## src/rtl/serial_adder_if.sv

```systemverilog
// Handshake and data bundle between a serial_adder and its requester.
// The overflow signal exists only when OVERFLOW_FLAG_EN is defined.
`default_nettype none

interface serial_adder_if #(
  parameter int WIDTH = 8
);
  logic             start;
  logic [WIDTH-1:0] a;
  logic [WIDTH-1:0] b;
  logic             cin;
  logic             busy;
  logic             done;
  logic [WIDTH-1:0] sum;
  logic             carry;
`ifdef OVERFLOW_FLAG_EN
  logic             overflow;
`endif

  modport master (
    output start, a, b, cin,
    input  busy, done, sum, carry
`ifdef OVERFLOW_FLAG_EN
    , input overflow
`endif
  );

  modport slave (
    input  start, a, b, cin,
    output busy, done, sum, carry
`ifdef OVERFLOW_FLAG_EN
    , output overflow
`endif
  );
endinterface

`default_nettype wire

```

## src/rtl/serial_adder.sv

```systemverilog
// Bit-serial WIDTH-bit adder (one full-adder slice, LSB first) with start/busy/done handshake.
// Optional signed-overflow flag enabled by defining OVERFLOW_FLAG_EN.
`default_nettype none

module serial_adder #(
  parameter int WIDTH = 8
) (
  input  logic           clk_i,
  input  logic           rst_i,
  serial_adder_if.slave  bus_io
);

  localparam int CNT_W = $clog2(WIDTH + 1);

  typedef enum logic [1:0] {
    IDLE = 2'd0,
    ADD  = 2'd1,
    DONE = 2'd2
  } state_e;

  state_e           state_q, state_d;
  logic [CNT_W-1:0] cnt_q,   cnt_d;
  logic [WIDTH-1:0] a_q,     a_d;
  logic [WIDTH-1:0] b_q,     b_d;
  logic             c_q,     c_d;
  logic [WIDTH-1:0] sum_q,   sum_d;
  logic             carry_q, carry_d;
`ifdef OVERFLOW_FLAG_EN
  logic             ovf_q,   ovf_d;
`endif

  logic bit_sum;
  logic bit_cout;
  logic last_bit;

  assign bit_sum  = a_q[0] ^ b_q[0] ^ c_q;
  assign bit_cout = (a_q[0] & b_q[0]) | (c_q & (a_q[0] ^ b_q[0]));
  assign last_bit = (cnt_q == CNT_W'(WIDTH - 1));

  always_comb begin
    state_d = state_q;
    cnt_d   = cnt_q;
    a_d     = a_q;
    b_d     = b_q;
    c_d     = c_q;
    sum_d   = sum_q;
    carry_d = carry_q;
`ifdef OVERFLOW_FLAG_EN
    ovf_d   = ovf_q;
`endif

    case (state_q)
      IDLE, DONE: begin
        if (bus_io.start) begin
          a_d     = bus_io.a;
          b_d     = bus_io.b;
          c_d     = bus_io.cin;
          cnt_d   = '0;
          state_d = ADD;
        end else begin
          state_d = IDLE;
        end
      end

      ADD: begin
        // A's register doubles as the result register: sum bits enter at the
        // MSB as operand bits leave the LSB, so after WIDTH shifts it holds the sum.
        a_d   = {bit_sum, a_q[WIDTH-1:1]};
        b_d   = {1'b0, b_q[WIDTH-1:1]};
        c_d   = bit_cout;
        cnt_d = cnt_q + CNT_W'(1);
        if (last_bit) begin
          sum_d   = {bit_sum, a_q[WIDTH-1:1]};
          carry_d = bit_cout;
`ifdef OVERFLOW_FLAG_EN
          // c_q is the carry into the MSB on this final edge.
          ovf_d   = c_q ^ bit_cout;
`endif
          state_d = DONE;
        end
      end

      default: state_d = IDLE;
    endcase
  end

  always_ff @(posedge clk_i) begin
    if (rst_i) begin
      state_q <= IDLE;
      cnt_q   <= '0;
      a_q     <= '0;
      b_q     <= '0;
      c_q     <= 1'b0;
      sum_q   <= '0;
      carry_q <= 1'b0;
`ifdef OVERFLOW_FLAG_EN
      ovf_q   <= 1'b0;
`endif
    end else begin
      state_q <= state_d;
      cnt_q   <= cnt_d;
      a_q     <= a_d;
      b_q     <= b_d;
      c_q     <= c_d;
      sum_q   <= sum_d;
      carry_q <= carry_d;
`ifdef OVERFLOW_FLAG_EN
      ovf_q   <= ovf_d;
`endif
    end
  end

  assign bus_io.busy  = (state_q == ADD);
  assign bus_io.done  = (state_q == DONE);
  assign bus_io.sum   = sum_q;
  assign bus_io.carry = carry_q;
`ifdef OVERFLOW_FLAG_EN
  assign bus_io.overflow = ovf_q;
`endif

endmodule

`default_nettype wire

```

## src/flat_wrapper.sv

```systemverilog
// flat-port wrapper written by rule: the top's interface ports become plain ports
module serial_adder_flat 
#(
  parameter int WIDTH = 8
)
  (clk_i, rst_i, bus_io_start, bus_io_a, bus_io_b, bus_io_cin, bus_io_busy, bus_io_done, bus_io_sum, bus_io_carry);
  serial_adder_if #(.WIDTH(WIDTH)) bus_io_i ();
  input  logic clk_i;
  input  logic rst_i;
  input wire logic [$bits(bus_io_i.start)-1:0] bus_io_start;
  input wire logic [$bits(bus_io_i.a)-1:0] bus_io_a;
  input wire logic [$bits(bus_io_i.b)-1:0] bus_io_b;
  input wire logic [$bits(bus_io_i.cin)-1:0] bus_io_cin;
  output wire logic [$bits(bus_io_i.busy)-1:0] bus_io_busy;
  output wire logic [$bits(bus_io_i.done)-1:0] bus_io_done;
  output wire logic [$bits(bus_io_i.sum)-1:0] bus_io_sum;
  output wire logic [$bits(bus_io_i.carry)-1:0] bus_io_carry;
  assign bus_io_i.start = bus_io_start;
  assign bus_io_i.a = bus_io_a;
  assign bus_io_i.b = bus_io_b;
  assign bus_io_i.cin = bus_io_cin;
  assign bus_io_busy = bus_io_i.busy;
  assign bus_io_done = bus_io_i.done;
  assign bus_io_sum = bus_io_i.sum;
  assign bus_io_carry = bus_io_i.carry;
  serial_adder #(.WIDTH(WIDTH)) u_core (.clk_i(clk_i), .rst_i(rst_i), .bus_io(bus_io_i));
endmodule
```

## config.mk

```make
export PLATFORM = sky130hd
export DESIGN_NAME = serial_adder_flat
export DESIGN_NICKNAME = d
export VERILOG_FILES = /design/src/rtl/serial_adder_if.sv /design/src/rtl/serial_adder.sv /design/src/flat_wrapper.sv
export SDC_FILE = /design/constraint.sdc
export NUM_CORES = 1
export LEC_CHECK = 0
export CORE_ASPECT_RATIO = 1.25
export CORE_MARGIN = 1
export CORE_UTILIZATION = 43
export DETAILED_ROUTE_END_ITERATION = 10
export HOLD_SLACK_MARGIN = 0.12
export PLACE_DENSITY = 0.73
export SLEW_MARGIN = 10
export SYNTH_ARGS = -nofsm -noshare
export SYNTH_HDL_FRONTEND = slang
export SYNTH_SLANG_ARGS = --single-unit
```

## constraint.sdc

```tcl
create_clock -name clk_i -period 1.3 [get_ports clk_i]
set_input_delay 0.26 -clock clk_i [delete_from_list [all_inputs] [get_ports clk_i]]
set_output_delay 0.26 -clock clk_i [all_outputs]
set_load 0.02 [all_outputs]
```

# == Yosys cells after proc, flatten, opt, wreduce, memory -nomap -nowiden ==
# Index checks and enable logic that the tools add are counted.
# totals
out_inout_bits,11
wordCells,34
regBits,32
input_bits,20
# classes
eq_ne,5
bitwise_logic,5
mux,11
n_addsub,1
reduce_logical,5
# ops
op,n
case mux 8 bit (2 select lines),2
two-way mux 8 bit,2
case mux 4 bit (2 select lines),1
adder 4 x 1 -> 4 bit (second input constant),1
== test 4 x 3 -> 1 bit (second input constant),1
two-way mux 4 bit,1
case mux 2 bit (2 select lines),1
AND reduction 2 bit,2
AND 1 bit,2
== test 2 x 1 -> 1 bit (second input constant),1
== test 2 bit (second input constant),1
zero test 2 bit,1
two-way mux 1 bit,2
two-way mux 2 bit,1
inequality test 2 x 1 -> 1 bit (second input constant),1
inequality test 2 bit (second input constant),1
case mux 1 bit (2 select lines),1
nonzero test 2 bit,1
OR reduction 2 bit,1
bitwise XOR 1 bit,2
bitwise OR 1 bit,1

# == Logic depth before layout (Yosys ltp) ==
# logic_depth
word_depth,4
mapped_depth,5
depth_no_buf,4

# == Least setup slack after synthesis ==
# Ideal clock, no wire load.
# synth_path
path_type,register to register
startpoint,register u_core.cnt_q[0]
endpoint,register u_core.carry_q (netlist: u_core.bus_io.carry)
required_time_ps,1183
setup_time_ps,117
path_stages_with_launch,6
arrival_time_ps,1127
n_path_buf,1
synth_period_minus_slack_ps,1244
slack_ps,56
path_cell_list,dfxtp_1 -> ha_1 -> nand3b_4 -> o21ba_1 -> buf_6 -> a22o_1
# synth_between
elab_chain_len,2
# synth_lines
element,line,source
start: declaration,serial_adder.sv:22,"logic [CNT_W-1:0] cnt_q, cnt_d;"
start signal: assignment,serial_adder.sv:101,cnt_q <= cnt_d;
== test 4 x 3 -> 1 bit,serial_adder.sv:38,assign last_bit = (cnt_q == CNT_W'(WIDTH - 1));
AND reduction 2 bit (no line),n/a,
end signal: assignment,serial_adder.sv:106,carry_q <= carry_d;
end: declaration,serial_adder.sv:27,"logic carry_q, carry_d;"
# Every way passes these cells.
# A chain may end at the register's enable or synchronous reset.

# == Worst setup path in the final report ==
# layout_path
startpoint,register u_core.state_q[0]
endpoint,output bus_io_done
# layout_between
elab_chain_len,1
# layout_lines
element,line,source
start: declaration,serial_adder.sv:21,"state_e state_q, state_d;"
start signal: assignment,serial_adder.sv:100,state_q <= state_d;
== test 2 bit,serial_adder.sv:114,assign bus_io.done = (state_q == DONE);
end: declaration,flat_wrapper.sv:15,output wire logic [$bits(bus_io_i.done)-1:0] bus_io_done;
# Every way passes these cells.

==> results.yml <==
critical_path:
  slowest_stage: "dfxtp_2"
  slowest_delay_ns: 0.36
  path_cells: "and2b_1 > buf_6"
  crit_path_start_kind: "flip-flop"
  cp-end-kind: "primary output"
  path_class: "reg -> out"
  critPathMaxFanout: 3
  required_ns: 1.04
  arrival_ns: 1.02
detailed_routing:
  initialDrtViolationCount: 30
  routed_wirelength_um: 2980
  avgViaCountPerCell: 5.58
  dr.pass1.iters: 4
  drc: 0
  num_vias: 1160
  detail-route-antenna-nets: 0
  wire_per_inst_um: 14.3
cells_and_area:
  syn2layout_area_growth_pct: 37.5
  nets: 193
  final_cell_mix: "28 x dfxtp_1, 21 x a21oi_1, 19 x nand3_1, 19 x clkdlybuf4s50_1, 16 x a22oi_1"
  antenna_cells: 0
  final_common_cell: "dfxtp_1"
  drive_above_1_share: 0.244
  stdcell_count: 208
  fin_util: 0.621
floorplan:
  dieArea_um2: 3290
  die_h_um: 63.9
  start_util: 0.452
  core_um2: 2920
  num_rows: 22
  io_pins: 31
  die_x_um: 51.5
cts:
  htreeDepth: 2
  cts.sinks: 32
  cts_buffers: 5
  root_buffer: "clkbuf_4"
  insertion_delay_ns: 0.33
  clk_path_buf_depth: 2
  cts_tree: "done"
  clkTransAtPathRegs_ns: 0.09
  cts_setup_buffers: 0
global_route:
  gr-total-overflow: 0
  grt_max_degree: 22
  grt_pass1_wl_um: 5170
  grt_usage: 0.214
  antenna_found_initial: 0
  grt_pass1_vias: 1198
timing:
  drv_slew: 0
  maxSlewHeadroom: 0.864
  clock-skew-final_ns: 0.00665
  fin_setup_tns_ns: 0
  finalCritPeriodShare: 0.983
  max_freq_ghz: 0.782
  rsz0062_at_grt: "yes"
  worst_hold_slack_ns: 0.473
  tightest_slew_ns: 0.203
  fin_crit_ns: 1.28
  setup_violations: 0
  hold_viol: 0
job:
  drv_cap: 0
synthesis:
  netlist.top_cell.by_area: "dfxtp_1"
  netlist_instances: 129
  ys_seq_elements: 32
  yosys_warnings: 0
  synthTopCellsByArea: "dfxtp_1 49%, a22oi_1 9.1%, a21oi_1 8.0%"
  netlist_area_um2: 1320
  synth_top_area_share: 0.486
  ys_types: 27
  synth.avg_cell_area_um2: 10.2
  syn_nets: 151
  synth-seq-area-share: 0.486
place:
  numPortBuffers: 30
  globalplace.congestion: 0.749
  placed_cells: 200
  dpl.hpwl_um: 2120
status:
  status: "completed"
power_and_ir_drop:
  power_w: 0.00195
  leakagePower_nw: 0.741
  ir_worst_vdd_uv: 943
  powerDensity_nw_per_um2: 1070
worst_hold_path:
  hold_path.class: "in -> reg"
## Yosys cell counts
| library cell | n |
|---|---|
| a211oi_2 | 1 |
| a21oi_1 | 21 |
| a22o_1 | 9 |
| a22oi_1 | 16 |
| and2b_1 | 1 |
| buf_1 | 1 |
| buf_2 | 2 |
| buf_4 | 5 |
| buf_6 | 3 |
| clkbuf_1 | 1 |
| dfxtp_1 | 32 |
| fa_1 | 1 |
| ha_1 | 1 |
| inv_2 | 1 |
| mux2_2 | 1 |
| mux2_4 | 1 |
| nand2_1 | 2 |
| nand2b_1 | 2 |
| nand2b_4 | 1 |
| nand3_1 | 19 |
| nand3b_4 | 1 |
| nand4_1 | 1 |
| nor2_1 | 2 |
| nor2b_1 | 1 |
| nor3_4 | 1 |
| nor3b_1 | 1 |
| o21ba_1 | 1 |
## power by group
group	switching [W]	leakage (nW)	internal (W)	total, W
Sequential	0.0000311	0.263	0.00103	0.00106
Combinational	0.000145	0.445	0.000165	0.000309
Clock	0.000314	0.0326	0.000267	0.000581
Total	0.000490	0.741	0.00146	0.00195
## final timing paths
path	startpoint	end	slack [ns]	depth (start not counted)
worst max register to register	u_core.state_q[1]	u_core.bus_io.sum[1]	0.03	5
worst max-delay path	u_core.state_q[0]	bus_io_done	0.02	2
worst min register to register	u_core.b_q[4]	u_core.b_q[4]	0.48	2
worst min-delay path	bus_io_b[7]	u_core.b_q[7]	0.47	3
## metrics by stage
step / setup WS (ns) / cell area (µm²)
floorplan: 0.0561 / 1320
global placement: -0.219 / 1740
detailed placement: -0.275 / 1740
CTS: -0.00349 / 1800
global route: -0.0233 / 1810
finish: 0.0215 / 1810
## worst max-delay path, delay by kind of cell (launching register included)
kind	cells	cell delay (ns)
flops	1	0.36
simple gates	1	0.20
buf+inv	1	0.13
## cells by family (layout without fill, tap and decap cells)
| group | Yosys count | after routing | synth area share |
|---|---|---|---|
| mux | 2 | 2 | 0.0199 |
| flops | 32 | 32 | 0.486 |
| compound gates | 48 | 48 | 0.248 |
| buf+inv | 13 | 56 | 0.0702 |
| simple gates | 32 | 32 | 0.152 |
| fa+ha+maj | 2 | 2 | 0.0247 |
## routing by layer
metal | track usage | routed length [µm] | part of all wire
met5 | 0 | 0 | 0
met2 | 0.370 | 1540 | 0.52
met4 | 0.0980 | 61 | 0.020
met3 | 0.0738 | 166 | 0.056
met1 | 0.226 | 1210 | 0.41
## registers in the layout, summed over array words and instances (netlist names)
register	flops
u_core.a_q	8
u_core.b_q	8
u_core.bus_io.carry	1
u_core.bus_io.sum	8
u_core.c_q	1
u_core.cnt_q	4
u_core.state_q	2
## cell type report
class,count,area (µm²)
clock buffers,8,58.8
repair buffers,47,459
fillers,257,1100
multi-input cells,84,601
well taps,36,45.0
flip-flops and latches,32,646
inverters,1,3.75
## timing repair
item | 4_1_cts | 5_1_grt
setup endpoints to repair | 23 | 20
gates resized for setup | 24 | 18
gates cloned | 0 | 0
hold buffers | 0 | 0
pin swaps | 0 | 1
Power figures use the tool's default switching activity.
